**config.mk**
```make
export PLATFORM = sky130hd
export DESIGN_NAME = branch_resolve_unit_flat
export DESIGN_NICKNAME = d
export VERILOG_FILES = /design/src/rtl/branch_resolve_unit_if.sv /design/src/rtl/branch_resolve_unit.sv /design/src/flat_wrapper.sv
export SDC_FILE = /design/constraint.sdc
export NUM_CORES = 1
export LEC_CHECK = 0
export ABC_CLOCK_PERIOD_IN_PS = 1830
export BUFFER_PORTS_ARGS = -buffer_cell sky130_fd_sc_hd__buf_2
export CORE_MARGIN = 2
export CORE_UTILIZATION = 49
export DETAILED_ROUTE_END_ITERATION = 6
export PLACE_DENSITY = 0.8
export SYNTH_ARGS = -nofsm -noshare
export SYNTH_HDL_FRONTEND = slang
export SYNTH_SLANG_ARGS = --single-unit
```
**constraint.sdc**
```tcl
create_clock -name clk -period 1.83 [get_ports clk]
set_clock_uncertainty 0.1 [all_clocks]
set_input_delay 0.4575 -clock clk [delete_from_list [all_inputs] [get_ports clk]]
set_output_delay 0.4575 -clock clk [all_outputs]
set_load 0.01 [all_outputs]
```
**src/rtl/branch_resolve_unit_if.sv**
```systemverilog
// Handshake bundle for branch_resolve_unit.
// Optional statistics outputs exist when BRANCH_STATS_EN is defined.
interface branch_resolve_unit_if #(
  parameter int XLEN = 32
`ifdef BRANCH_STATS_EN
  , parameter int CNT_W = 32
`endif
);
  logic            in_valid;
  logic            in_ready;
  logic [2:0]      func3;
  logic [XLEN-1:0] rs1;
  logic [XLEN-1:0] rs2;
  logic [XLEN-1:0] pc;
  logic [XLEN-1:0] imm;
  logic            pred_taken;
  logic            flush;
  logic            out_valid;
  logic            out_ready;
  logic            out_taken;
  logic [XLEN-1:0] out_next_pc;
  logic            out_mispredict;
  logic            out_illegal;
`ifdef BRANCH_STATS_EN
  logic [CNT_W-1:0] stat_branches;
  logic [CNT_W-1:0] stat_taken;
  logic [CNT_W-1:0] stat_mispredict;

  modport master (
    output in_valid, func3, rs1, rs2, pc, imm,
    output pred_taken, flush, out_ready,
    input  in_ready, out_valid, out_taken,
    input  out_next_pc, out_mispredict, out_illegal,
    input  stat_branches, stat_taken, stat_mispredict
  );

  modport slave (
    input  in_valid, func3, rs1, rs2, pc, imm,
    input  pred_taken, flush, out_ready,
    output in_ready, out_valid, out_taken,
    output out_next_pc, out_mispredict, out_illegal,
    output stat_branches, stat_taken, stat_mispredict
  );
`else
  modport master (
    output in_valid, func3, rs1, rs2, pc, imm,
    output pred_taken, flush, out_ready,
    input  in_ready, out_valid, out_taken,
    input  out_next_pc, out_mispredict, out_illegal
  );

  modport slave (
    input  in_valid, func3, rs1, rs2, pc, imm,
    input  pred_taken, flush, out_ready,
    output in_ready, out_valid, out_taken,
    output out_next_pc, out_mispredict, out_illegal
  );
`endif
endinterface

```
**src/rtl/branch_resolve_unit.sv**
```systemverilog
// Pipelined RV32I branch resolution: condition, target, mispredict.
// Define BRANCH_STATS_EN to add branch/taken/mispredict counters.
module branch_resolve_unit #(
  parameter int XLEN   = 32,
  parameter int STAGES = 1
`ifdef BRANCH_STATS_EN
  , parameter int CNT_W = 32
`endif
) (
  input logic                 clk,
  input logic                 rst,
  branch_resolve_unit_if.slave bus
);

  typedef struct packed {
    logic            taken;
    logic [XLEN-1:0] next_pc;
    logic            mispredict;
    logic            illegal;
  } res_t;

  logic            cond;
  logic            illegal;
  logic [XLEN-1:0] target;
  logic [XLEN-1:0] fall;
  res_t            res;

  logic [STAGES-1:0] valid_q;
  logic [STAGES-1:0] valid_d;
  res_t              pay_q [STAGES];
  res_t              pay_d [STAGES];
  logic [STAGES-1:0] rdy;

  // Evaluate the one condition selected by func3, plus both PCs
  always_comb begin
    cond    = 1'b0;
    illegal = 1'b0;
    unique case (bus.func3)
      3'b000:  cond = (bus.rs1 == bus.rs2);
      3'b001:  cond = (bus.rs1 != bus.rs2);
      3'b100:  cond = ($signed(bus.rs1) < $signed(bus.rs2));
      3'b101:  cond = ($signed(bus.rs1) >= $signed(bus.rs2));
      3'b110:  cond = (bus.rs1 < bus.rs2);
      3'b111:  cond = (bus.rs1 >= bus.rs2);
      default: illegal = 1'b1;
    endcase
    target         = bus.pc + bus.imm;
    fall           = bus.pc + XLEN'(4);
    res.taken      = cond;
    res.next_pc    = cond ? target : fall;
    res.mispredict = cond ^ bus.pred_taken;
    res.illegal    = illegal;
  end

  // A stage can load if it is empty or every stage after it drains
  for (genvar g = 0; g < STAGES; g++) begin : g_rdy
    assign rdy[g] = bus.out_ready
                  || (valid_q[STAGES-1:g] != '1);
  end

  // Shift beats forward where the next stage accepts; flush kills all
  always_comb begin
    valid_d = valid_q;
    pay_d   = pay_q;
    if (rdy[0]) begin
      valid_d[0] = bus.in_valid;
      pay_d[0]   = res;
    end
    for (int i = 1; i < STAGES; i++) begin
      if (rdy[i]) begin
        valid_d[i] = valid_q[i-1];
        pay_d[i]   = pay_q[i-1];
      end
    end
    if (bus.flush) begin
      valid_d = '0;
    end
  end

  // Stage registers
  always_ff @(posedge clk or posedge rst) begin
    if (rst) begin
      valid_q <= '0;
      for (int i = 0; i < STAGES; i++) begin
        pay_q[i] <= '0;
      end
    end else begin
      valid_q <= valid_d;
      pay_q   <= pay_d;
    end
  end

  assign bus.in_ready       = rdy[0];
  assign bus.out_valid      = valid_q[STAGES-1];
  assign bus.out_taken      = pay_q[STAGES-1].taken;
  assign bus.out_next_pc    = pay_q[STAGES-1].next_pc;
  assign bus.out_mispredict = pay_q[STAGES-1].mispredict;
  assign bus.out_illegal    = pay_q[STAGES-1].illegal;

`ifdef BRANCH_STATS_EN
  logic [CNT_W-1:0] br_q;
  logic [CNT_W-1:0] br_d;
  logic [CNT_W-1:0] tk_q;
  logic [CNT_W-1:0] tk_d;
  logic [CNT_W-1:0] mp_q;
  logic [CNT_W-1:0] mp_d;
  logic             fire;

  assign fire = valid_q[STAGES-1] && bus.out_ready
             && !pay_q[STAGES-1].illegal;

  // Count legal branches as they leave the unit
  always_comb begin
    br_d = br_q;
    tk_d = tk_q;
    mp_d = mp_q;
    if (fire) begin
      br_d = br_q + CNT_W'(1);
      if (pay_q[STAGES-1].taken) begin
        tk_d = tk_q + CNT_W'(1);
      end
      if (pay_q[STAGES-1].mispredict) begin
        mp_d = mp_q + CNT_W'(1);
      end
    end
  end

  // Counter registers
  always_ff @(posedge clk or posedge rst) begin
    if (rst) begin
      br_q <= '0;
      tk_q <= '0;
      mp_q <= '0;
    end else begin
      br_q <= br_d;
      tk_q <= tk_d;
      mp_q <= mp_d;
    end
  end

  assign bus.stat_branches   = br_q;
  assign bus.stat_taken      = tk_q;
  assign bus.stat_mispredict = mp_q;
`endif

endmodule

```
**src/flat_wrapper.sv**
```systemverilog
// flat-port wrapper written by rule: the top's interface ports become plain ports
module branch_resolve_unit_flat 
#(
  parameter int XLEN   = 32,
  parameter int STAGES = 1

)
  (clk, rst, bus_in_valid, bus_func3, bus_rs1, bus_rs2, bus_pc, bus_imm, bus_pred_taken, bus_flush, bus_out_ready, bus_in_ready, bus_out_valid, bus_out_taken, bus_out_next_pc, bus_out_mispredict, bus_out_illegal);
  branch_resolve_unit_if #(.XLEN(XLEN)) bus_i ();
  input logic clk;
  input logic rst;
  input wire logic [$bits(bus_i.in_valid)-1:0] bus_in_valid;
  input wire logic [$bits(bus_i.func3)-1:0] bus_func3;
  input wire logic [$bits(bus_i.rs1)-1:0] bus_rs1;
  input wire logic [$bits(bus_i.rs2)-1:0] bus_rs2;
  input wire logic [$bits(bus_i.pc)-1:0] bus_pc;
  input wire logic [$bits(bus_i.imm)-1:0] bus_imm;
  input wire logic [$bits(bus_i.pred_taken)-1:0] bus_pred_taken;
  input wire logic [$bits(bus_i.flush)-1:0] bus_flush;
  input wire logic [$bits(bus_i.out_ready)-1:0] bus_out_ready;
  output wire logic [$bits(bus_i.in_ready)-1:0] bus_in_ready;
  output wire logic [$bits(bus_i.out_valid)-1:0] bus_out_valid;
  output wire logic [$bits(bus_i.out_taken)-1:0] bus_out_taken;
  output wire logic [$bits(bus_i.out_next_pc)-1:0] bus_out_next_pc;
  output wire logic [$bits(bus_i.out_mispredict)-1:0] bus_out_mispredict;
  output wire logic [$bits(bus_i.out_illegal)-1:0] bus_out_illegal;
  assign bus_i.in_valid = bus_in_valid;
  assign bus_i.func3 = bus_func3;
  assign bus_i.rs1 = bus_rs1;
  assign bus_i.rs2 = bus_rs2;
  assign bus_i.pc = bus_pc;
  assign bus_i.imm = bus_imm;
  assign bus_i.pred_taken = bus_pred_taken;
  assign bus_i.flush = bus_flush;
  assign bus_i.out_ready = bus_out_ready;
  assign bus_in_ready = bus_i.in_ready;
  assign bus_out_valid = bus_i.out_valid;
  assign bus_out_taken = bus_i.out_taken;
  assign bus_out_next_pc = bus_i.out_next_pc;
  assign bus_out_mispredict = bus_i.out_mispredict;
  assign bus_out_illegal = bus_i.out_illegal;
  branch_resolve_unit #(.XLEN(XLEN), .STAGES(STAGES)) u_core (.clk(clk), .rst(rst), .bus(bus_i));
endmodule
```
## Word level (Yosys, flattened, before mapping)

Index checks and enable logic that the tools add are counted.

| storage, ports and cells | value |
|---|---|
| bits in read-only memories | 0 |
| memories | 0 |
| latch bits | 0 |
| input port bits | 137 |
| register bits | 36 |
| output and inout port bits | 37 |
| memory bits (writable) | 0 |
| logic and storage cells | 29 |

| operators by class | value |
|---|---|
| $mul | 0 |
| reduce and logical (&&, ||, !) cells | 4 |
| eq/ne operators | 7 |
| order comparisons | 4 |
| divide/modulo/power cells | 0 |
| add/subtract/negate cells | 2 |
| multiplexer cells | 5 |
| bitwise logic cells | 2 |
| shift-type cells | 0 |

Operator list:

| kind | number |
|---|---|
| 32-bit greater-or-equal comparator | 2 |
| 32-bit < comparator | 2 |
| 32-bit by 3-bit adder with 32-bit output, second input constant | 1 |
| 32-bit adder | 1 |
| 32-bit == test | 1 |
| 32-bit 2-to-1 mux | 1 |
| 32-bit != test | 1 |
| 3-bit == test, second input constant | 4 |
| 1-bit case mux with 6 select lines | 1 |
| 6-bit OR reduction | 1 |
| 3-bit by 1-bit == test with 1-bit output, second input constant | 1 |
| 3-bit logical NOT | 1 |
| 1-bit 2-to-1 mux | 3 |
| 2-bit nonzero test | 1 |
| 1-bit logical OR | 1 |
| 1-bit NOT | 1 |
| 1-bit bitwise XOR | 1 |

## Longest topological paths before layout

Gate-level depths: netlist of run 1.

| depth | value |
|---|---|
| depth after elaboration | 4 |
| gate-level depth with buffers | 13 |
| depth with buffers taken out | 12 |

## Worst setup path after synthesis of run 1

Ideal clock, no wire load.

| path | value |
|---|---|
| path kind | input -> register |
| from | in bus_imm[15] |
| to | reg u_core.pay_q (netlist bit u_core.bus.out_next_pc[28]) |
| data required time | 1.644 ns |
| arrival | 2.862 ns |
| setup time | 0.086 ns |
| slack | -1.218 ns |
| stages on the path | 11 |
| path buffers | 1 |
| cell sequence | ha_1 > clkbuf_1 > a21oi_1 > o21ai_1 > a21o_1 > a221oi_2 > a21boi_1 > a311o_1 > a41oi_1 > mux2_2 > nor3_1 |

| between the ends | value |
|---|---|
| longest elaborated chain between the ends | 2 |

RTL lines:

| item | RTL line | source |
|---|---|---|
| start: declaration | flat_wrapper.sv:17 | `input wire logic [$bits(bus_i.imm)-1:0] bus_imm;` |
| 32-bit adder | branch_resolve_unit.sv:47 | `target = bus.pc + bus.imm;` |
| 32-bit 2-to-1 mux | branch_resolve_unit.sv:50 | `res.next_pc = cond ? target : fall;` |
| end signal: assignment | branch_resolve_unit.sv:89 | `pay_q <= pay_d;` |
| end: declaration | branch_resolve_unit.sv:30 | `res_t pay_q [STAGES];` |

No other way between the ends.
A chain may end at the register's enable or synchronous reset.

## Final worst setup path of run 1

| path | value |
|---|---|
| from | in bus_rs2[28] |
| to | reg u_core.pay_q (netlist bit u_core.bus.out_next_pc[12]) |

| between the ends | value |
|---|---|
| longest elaborated chain between the ends | 3 |
| elaborated cells on any way between the ends | 8 |
| classes of those cells | order compare: 4; eq/ne: 2; mux: 2 |

RTL lines:

| item | RTL line | source |
|---|---|---|
| start: declaration | flat_wrapper.sv:15 | `input wire logic [$bits(bus_i.rs2)-1:0] bus_rs2;` |
| 32-bit greater-or-equal comparator (tied with other cells) | branch_resolve_unit.sv:44 | `3'b111: cond = (bus.rs1 >= bus.rs2);` |
| 1-bit case mux with 6 select lines (*) | branch_resolve_unit.sv:38 | `unique case (bus.func3)` |
| 32-bit 2-to-1 mux (*) | branch_resolve_unit.sv:50 |  |

Mark *: on every way between the ends. The rest lies on a longest branch, timed or not.

==> qor.yml, run 1 <==
layout.nets: 1099
dr.first_iter.drc_count: 532
cts_max_path_buffers: 2
core_area_mm2: 0.00920
crit_arrival_ps: 2970
use_met3_pct: 6.00
dr.pass1.iters: 6
yosys.cell_types.count: 63
setup_viol: 34
async_reset_ff_share_pct: 100
cts_tree: "yes"
grt-ovfl-total: 0
powerDensity_mw_per_mm2: 539
cts_root_buf: "clkbuf_8"
syn_area_per_cell_um2: 7.91
period_needed_ps: 2890
finalSetupTns_ps: -32310
synthCells: 586
htree_levels: 2
hpwl_mm: 13.4
ys_seq_elements: 36
io_buffers: 173
globalRouteMet2Util_pct: 67.7
syn-cell-area_mm2: 0.00463
num_vias: 6352
finalMaxSlewViolations: 0
finalPower_w: 0.00418
post_drt_wl_per_cell_um: 20.2
violations: "setup timing"
synth_top_area_share_pct: 19.4
grt_pass1_wl_mm: 30.4
critPathTopFamily: "simple AND/OR/NAND/NOR gates"
critPathSlowestCell: "and4bb_2"
postCtsHoldBufs: 0
fmax_mhz: 346
crit_start: "bus_rs2[28]"
placed_area_mm2: 0.00696
groute.usage.overall_pct: 36.9
start_kind: "primary input"
setup_slack_ps: -1060
tightest_slew_ps: 614
power.internal_w: 0.00250
critPathMaxStageDelay_ps: 390
dieArea_mm2: 0.0102
peakVddDrop_uv: 375
grt_max_degree: 37
num_rows: 35
period_share_pct: 158
drcViolationCount: 0
pwr-share-clk_pct: 14.8
clock-sinks: 36
leakagePower_nw: 3.75
outcome: "finished, violations left"
initial_core_util_pct: 50.4
hold_path.class: "in2async"
die_w_um: 101
cts_buffers: 5
crit_required_ps: 1910
r2r-start: "u_core.bus.out_valid$_DFFE_PP0P_"
synth_edf_count: 0
r2r_setup_slack_ps: 110
swShare_pct: 40.3
yosys.area.top_type: "dfrtp_1"
worstPathCellList: "buf_6, inv_2, ha_4, nand4_1, and4bb_2, nand4_1, xnor2_1, o21bai_2, o311ai_4, nor2_4, buf_12, buf_6, mux2i_4, a21oi_1"
totalWireLength_mm: 20.4
finalHoldViolations: 0
drt.antenna.violating_nets: 0
io_pins: 174
cp.buffers_inverters: 4
ys_warn_count: 0
yosys-top-cells-area: "dfrtp_1 19%, ha_1 17%, xnor2_1 7.0%, a21oi_1 5.9%, mux2i_1 4.5%"
crit_type: "in2reg"
syn2layout_area_growth_pct: 67.7
power.switching_w: 0.00169
post_drt_via_cell_ratio: 6.30
slew_headroom_pct: 58.7
power_frac_comb_pct: 59.7
busiest_layer: "met2"
first_global_vias: 6500
rsz0062_at_grt: "true"
worst_skew_pair.late_latency_ps: 280
antenna_found_initial: 0
antenna_cells: 0
critPathCaptureType: "flip-flop"
synth-seq-area-share_pct: 19.4
finalInstanceArea_mm2: 0.00777
crit_fanout: 8
syn-num-nets: 788
cap_violations: 0
synth_flop_cell: "dfrtp_1"
finalWeightedCongestion: 0.940
synth_top_cells_by_count: "64 x ha_1, 55 x a21oi_1, 52 x nand2_1, 48 x nor2_1, 41 x inv_1"
die_h_um: 101
met1_usage_pct: 39.6
synth_most_common_cell: "ha_1"
path_clk_slew_ps: 80
drive_gt1_share_pct: 50.1
p_seq_share_pct: 25.5
==> cells by family (layout without fill, tap and decap cells) <==
family	count (synthesis)	count (layout)	share of synthesized area [%]
AO/OA/AOI/OAI	149	149	20.6
XOR/XNOR	52	52	9.83
adder cells (fa/ha/maj)	65	65	17.7
buffers and inverters	59	371	5.13
flip-flops	36	36	19.4
multiplexers	25	25	5.59
AND/OR/NAND/NOR	200	200	21.7
==> path summary, 6_finish.rpt <==
path	endpoint	cells past startpoint
setup / recovery	u_core.bus.out_next_pc[12]$_DFFE_PP0P_	14
hold / removal	u_core.bus.out_next_pc[1]$_DFFE_PP0P_	3
setup reg to reg	u_core.bus.out_next_pc[28]$_DFFE_PP0P_	5
hold reg to reg	u_core.bus.out_next_pc[24]$_DFFE_PP0P_	2
max in group asynchronous	u_core.bus.out_next_pc[29]$_DFFE_PP0P_	3
min in group clk	u_core.bus.out_valid$_DFFE_PP0P_	2
==> through the flow <==
step                utilization [%]  hold slack, ps  std cells  setup WS, ps
floorplan                         -             407        586          -920
global placement               75.7             349        988         -1140
detailed placement             75.7             372        988         -1260
CTS                            83.5             204       1008          -838
global route                   84.5             218       1009         -1200
finish                         84.5             177       1009         -1060
==> cells in the final DEF (no fill, tap or decap), types with 5 or more instances in the layout <==
master	n
a21o_1	16
a21oi_1	41
a21oi_2	12
a21oi_4	5
a31oi_1	8
and3_1	8
and4_1	8
buf_2	146
buf_4	135
buf_6	29
buf_8	7
clkbuf_8	6
dfrtp_1	36
ha_1	35
ha_4	28
inv_1	22
inv_2	14
mux2i_1	16
nand2_1	49
nand2b_1	7
nand3_1	24
nand4_1	13
nor2_1	46
nor3_1	9
o211ai_1	5
o21ai_0	10
o21ai_1	17
xnor2_1	36
xor2_1	15
==> worst reg2reg max path: stages (launching register included) <==
cell	delay, ps
dfrtp_1	380
nor2b_2	180
buf_4	240
nor4_1	430
mux2_4	240
nor3_2	40
==> what timing repair did <==
item,CTS,global route
setup buffers,14,1
gates resized for setup,105,22
pin swaps,47,8
endpoints found under the setup margin,35,34
endpoints found under the hold margin,0,0
gates cloned,1,0
==> metal layers <==
| layer | share of wire (%) | vias to the layer above | wire length [um] |
|---|---|---|---|
| met5 | 0 | - | 0 |
| met4 | 7.7 | 0 | 1580 |
| met3 | 9.1 | 174 | 1860 |
| met2 | 49 | 503 | 9990 |
| met1 | 34 | 2940 | 6940 |
| li1 | - | 2735 | - |
==> power by group through the flow <==
stage          clock [W]  combinational (W)  sequential (W)
2_1_floorplan          0            0.00106         0.00112
3_3_place_gp           0            0.00197         0.00106
3_5_place_dp           0            0.00205         0.00107
4_1_cts         0.000615            0.00229         0.00106
5_1_grt         0.000645            0.00264         0.00108
6_report        0.000620            0.00250         0.00107
==> state kept, by name (all words and copies together) (netlist names) <==
register / cells
u_core.bus.out_next_pc: 32
u_core.bus.out_mispredict: 1
u_core.bus.out_taken: 1
u_core.bus.out_illegal: 1
u_core.bus.out_valid: 1
==> area by class of cell <==
type | count | area (um^2)
tap | 111 | 139
multi-input combinational | 491 | 4210
fill | 476 | 1430
clock inverter | 1 | 7.51
inverter | 42 | 186
timing repair buffer | 321 | 2240
clock buffer | 7 | 86.3
sequential | 36 | 901
Note: power is estimated with default switching activity, not from simulation.
==> run 2: changes to the inputs <==
- CORE_MARGIN: 2 -> 4
- CORE_UTILIZATION: 49 -> 41
- PLACE_DENSITY: 0.8 -> 0.69
- SKIP_LAST_GASP: not set -> 1
==> qor.yml, run 2 (synthesized netlist as in run 1, its figures left out) <==
tightest_slew_ps: 613
crit_arrival_ps: 2910
largest_reg_flops: 32
fin_util_pct: 71.2
dpl.cell_count: 1020
hold_path.class: "in2async"
drcViolationCount: 0
start_kind: "primary input"
regArea_um2: 901
crit_required_ps: 1900
critPathCaptureType: "flip-flop"
final_common_cell: "buf_2"
multi_input_area_mm2: 0.00414
cts_root_buf: "clkbuf_16"
outcome: "finished, violations left"
num_rows: 38
clock-sinks: 36
r2r_cells: 5
critPathTopFamily: "simple AND/OR/NAND/NOR gates"
powerDensity_mw_per_mm2: 578
cts_max_path_buffers: 2
worstPathCellList: "buf_6, inv_2, ha_4, and4_4, and4bb_2, buf_6, nor2_4, a31oi_4, o211ai_1, o311ai_4, buf_4, buf_4, nor4_2, mux2_2, nor3_2"
grt_max_degree: 37
initial_core_util_pct: 42.4
critPathSlowestCell: "o211ai_1"
dr.first_iter.drc_count: 258
worst_skew_pair.late_latency_ps: 280
post_drt_via_cell_ratio: 5.36
routedLengthMet1_mm: 6.78
path_clk_slew_ps: 50
grt_pass1_wl_mm: 27.1
dr.pass1.iters: 4
htree_levels: 2
slew_headroom_pct: 58.8
rsz0062_at_grt: "true"
drive_gt1_share_pct: 49.7
die_w_um: 114
setup_slack_ps: -1010
leakagePower_nw: 3.79
drt.antenna.violating_nets: 0
critPathMaxStageDelay_ps: 330
num_vias: 5593
first_global_vias: 5882
cap_violations: 0
crit_cells: 15
post_drt_wl_per_cell_um: 16.5
groute.usage.overall_pct: 25.4
io_buffers: 173
antenna_cells: 0
final_cell_mix: "160 x buf_2, 142 x buf_4, 51 x nand2_1, 46 x nor2_1, 41 x a21oi_1"
period_share_pct: 155
cp.buffers_inverters: 5
dieArea_mm2: 0.0131
pre_cts_slack_ps: -1330
setup_viol: 34
hpwl_mm: 13.8
totalWireLength_mm: 17.3
stdcell_count: 1043
period_needed_ps: 2840
io_pins: 174
die_h_um: 114
peakVddDrop_uv: 433
fillerInstances: 843
layout.nets: 1104
finalHoldViolations: 0
wl_met2_mm: 9.32
finalPower_w: 0.00450
finalMaxSlewViolations: 0
wl_met3_um: 920
syn2layout_area_growth_pct: 68.1
maxUsedRoutingLayer: "met4"
core_area_mm2: 0.0109
cts_buffers: 5
finalInstanceArea_mm2: 0.00779
crit_type: "in2reg"
crit_fanout: 6
placed_area_mm2: 0.00699
antenna_found_initial: 0
grt-ovfl-total: 0
fmax_mhz: 352
cts_tree: "yes"
postCtsHoldBufs: 0
finalWeightedCongestion: 0.916
violations: "setup timing"
==> run 2: per-stage QoR <==
stage	TNS [ps]	hold WS, ps
2_1_floorplan	-29300	407
3_3_place_gp	-36660	352
3_5_place_dp	-41310	360
6_report	-30920	193
4_1_cts	-29100	215
5_1_grt	-32970	240
==> run 2: final timing paths <==
| check | startpoint | end | slack, ps |
|---|---|---|---|
| worst min-delay path | rst | u_core.bus.out_next_pc[0]$_DFFE_PP0P_ | 190 |
| worst max register to register | u_core.bus.out_valid$_DFFE_PP0P_ | u_core.bus.out_next_pc[30]$_DFFE_PP0P_ | 190 |
| worst min register to register | u_core.bus.out_illegal$_DFFE_PP0P_ | u_core.bus.out_illegal$_DFFE_PP0P_ | 380 |
| max in group asynchronous | rst | u_core.bus.out_next_pc[31]$_DFFE_PP0P_ | 1090 |
| worst max-delay path | bus_rs2[22] | u_core.bus.out_next_pc[30]$_DFFE_PP0P_ | -1010 |
| min in group clk | bus_flush | u_core.bus.out_valid$_DFFE_PP0P_ | 250 |
==> run 2: per-layer routing <==
layer | up-vias | track usage, %
met5 | - | 0
met3 | 26 | 4.55
met1 | 2648 | 29.0
met4 | 0 | 5.23
met2 | 155 | 49.0
li1 | 2764 | -
==> run 2: repair_timing <==
action                                  in CTS  in global routing
buffers inserted                            13                  1
pin swaps                                   39                 20
endpoints found under the hold margin        0                  0
endpoints found under the setup margin      35                 34
gates resized for setup                     77                 26
cloned                                       2                  0
==> run 2: power by group <==
part | leakage, nW | total (W) | switching (W) | internal, W
clock | 0.0901 | 0.00105 | 0.000332 | 0.000717
sequential | 0.419 | 0.00106 | 0.000105 | 0.000953
combinational | 3.28 | 0.00240 | 0.00116 | 0.00124
total | 3.79 | 0.00450 | 0.00160 | 0.00291
==> run 2: final cells by class <==
cell class | count | share of cell area (%)
Clock buffer | 7 | 1.96
Clock inverter | 1 | 0.386
Tap cell | 140 | 2.25
Timing Repair Buffer | 326 | 28.3
Multi-Input combinational cell | 491 | 53.1
Sequential cell | 36 | 11.6
Inverter | 42 | 2.39
==> run 2: worst reg2reg max path: stages, from the launching register on <==
cell and delay (ps):
dfrtp_1 370, nor2b_2 160, buf_4 250, nor4_2 360, mux2_2 250, nor3_2 40
==> run 3: changes to the inputs <==
- ABC_AREA: not set -> 1
- CORE_MARGIN: 4 -> not set
- PLACE_DENSITY: 0.69 -> 0.67
==> qor.yml, run 3 <==
ys_seq_elements: 36
period_needed_ps: 2390
path_clk_slew_ps: 60
finalWeightedCongestion: 0.985
grt_pass1_wl_mm: 29.1
post_drt_wl_per_cell_um: 14.9
multi_input_area_mm2: 0.00481
crit_fanout: 7
violations: "setup timing"
drt.antenna.violating_nets: 0
first_global_vias: 6376
num_vias: 6979
grt_max_degree: 38
pre_cts_slack_ps: -767
final_common_cell: "nand2_1"
hold_path.class: "in2async"
layout.nets: 1401
peakVddDrop_uv: 356
synth_most_common_cell: "nand2_1"
fmax_mhz: 418
fillerInstances: 1103
powerDensity_mw_per_mm2: 533
timing.critical_path.mode_cell: "nand2_2"
yosys-top-cells-area: "nand2_1 18%, dfrtp_1 17%, ha_1 15%, nand3_1 8.7%, inv_1 8.5%"
rsz0062_at_grt: "true"
syn-cell-area_mm2: 0.00541
worst_skew_pair.late_latency_ps: 280
drive_gt1_share_pct: 44.0
totalWireLength_mm: 20.5
hpwl_mm: 15.6
fin_util_pct: 69.8
htree_levels: 2
worstPathCellList: "buf_6, inv_4, ha_4, a21o_1, nor2_1, nand2_1, nand2_1, nand2_1, nand2_2, nand2_2, nand2_4, nand3_4, nand2_4, nand3_4, buf_12, nand2_4, nand2_2, nand2_2, nand2_2"
initial_core_util_pct: 42.5
cts_tree: "yes"
synthCells: 872
crit_arrival_ps: 2470
critPathMaxStageDelay_ps: 200
synth_edf_count: 0
finalMaxSlewViolations: 0
cts_max_path_buffers: 2
num_rows: 41
crit_required_ps: 1910
yosys.cell_types.count: 38
drcViolationCount: 0
yosys.area.top_type: "nand2_1"
setup_viol: 34
die_h_um: 117
dieArea_mm2: 0.0136
die_w_um: 117
setup_slack_ps: -563
synth_top_area_share_pct: 18.2
io_buffers: 173
critPathCaptureType: "flip-flop"
synth-seq-area-share_pct: 16.7
finalHoldViolations: 0
syn2layout_area_growth_pct: 64.3
cts_root_buf: "clkbuf_16"
clock-sinks: 36
regArea_um2: 901
post_drt_via_cell_ratio: 5.09
leakagePower_nw: 4.69
tightest_slew_ps: 486
syn-num-nets: 1074
start_kind: "primary input"
period_share_pct: 131
dr.pass1.iters: 5
antenna_cells: 0
outcome: "finished, violations left"
cap_violations: 0
ys_warn_count: 0
fin_hold_ws_ps: 169
synth_flop_cell: "dfrtp_1"
async_reset_ff_share_pct: 100
synth_top_cells_by_count: "262 x nand2_1, 122 x inv_1, 94 x nand3_1, 82 x nor2_1, 64 x ha_1"
final_cell_mix: "215 x nand2_1, 165 x buf_2, 149 x buf_4, 96 x inv_1, 73 x nand3_1"
slew_headroom_pct: 67.6
postCtsHoldBufs: 0
largest_reg_flops: 32
grt-ovfl-total: 0
critPathSlowestCell: "ha_4"
syn_area_per_cell_um2: 6.20
cts_buffers: 5
antenna_found_initial: 0
dr.first_iter.drc_count: 376
io_pins: 174
core_area_mm2: 0.0127
crit_type: "in2reg"
r2r_cells: 6
groute.usage.overall_pct: 27.4
==> run 3: worst paths after layout <==
check | slack [ps] | to | from
worst max-delay path | -560 | u_core.bus.out_next_pc[28]$_DFFE_PP0P_ | bus_rs2[7]
worst min register to register | 370 | u_core.bus.out_next_pc[20]$_DFFE_PP0P_ | u_core.bus.out_next_pc[20]$_DFFE_PP0P_
worst max register to register | 450 | u_core.bus.out_next_pc[8]$_DFFE_PP0P_ | u_core.bus.out_valid$_DFFE_PP0P_
min in group clk | 260 | u_core.bus.out_valid$_DFFE_PP0P_ | bus_flush
max in group asynchronous | 1100 | u_core.bus.out_taken$_DFFE_PP0P_ | rst
worst min-delay path | 170 | u_core.bus.out_next_pc[29]$_DFFE_PP0P_ | rst
==> run 3: critical path: cells and delay by family <==
family / cells / cell delay (ps)
AO/OA/AOI/OAI: 1 / 180
buffers and inverters: 3 / 350
AND/OR/NAND/NOR: 14 / 1270
adder cells (fa/ha/maj): 1 / 200
==> run 3: final cells by class <==
type	instances	share of cell area (%)
multi-input combinational	697	54.1
timing repair buffer	336	26.1
sequential	36	10.1
inverter	123	5.34
tap	172	2.42
clock buffer	5	1.41
clock inverter	3	0.479
==> run 3: kinds of logic (layout without fill, tap and decap cells) <==
logic type      Yosys count  after routing  synth area share, %
flops                    36             36                 16.7
buf+inv                 139            467                 10.8
fa+ha+maj                65             65                 15.2
compound gates           98             98                 10.3
xor+xnor                 56             56                 9.07
simple gates            478            478                 38.0
==> run 3: where the power goes <==
group / switching [W] / internal (W)
clock network: 0.000357 / 0.000640
registers: 0.0000868 / 0.000945
logic: 0.00145 / 0.00126
total: 0.00189 / 0.00285
==> run 3: metrics by stage <==
stage	cells	total power (W)	setup TNS (ps)	cell area (um^2)
finish	1372	0.00474	-17660	8880
global route	1372	0.00505	-20890	8880
CTS	1363	0.00432	-11890	8100
detailed placement	1352	0.00330	-22680	7860
global placement	1352	0.00327	-21420	7860
floorplan	872	0.00224	-10400	5700
==> run 3: per-layer routing <==
| metal | global-route usage [%] | up-vias | wire length, um |
|---|---|---|---|
| li1 | - | 3463 | - |
| met1 | 33.9 | 3157 | 8270 |
| met2 | 49.2 | 316 | 10100 |
| met3 | 2.57 | 43 | 1520 |
| met4 | 10.5 | 0 | 617 |
| met5 | 0 | - | 0 |
==> run 3: timing repair <==
| item | 4_1_cts | 5_1_grt |
|---|---|---|
| resized for setup | 15 | 152 |
| buffers inserted | 3 | 4 |
| cloned | 0 | 6 |
| endpoints found under the setup margin | 34 | 34 |
| pin swaps | 2 | 75 |
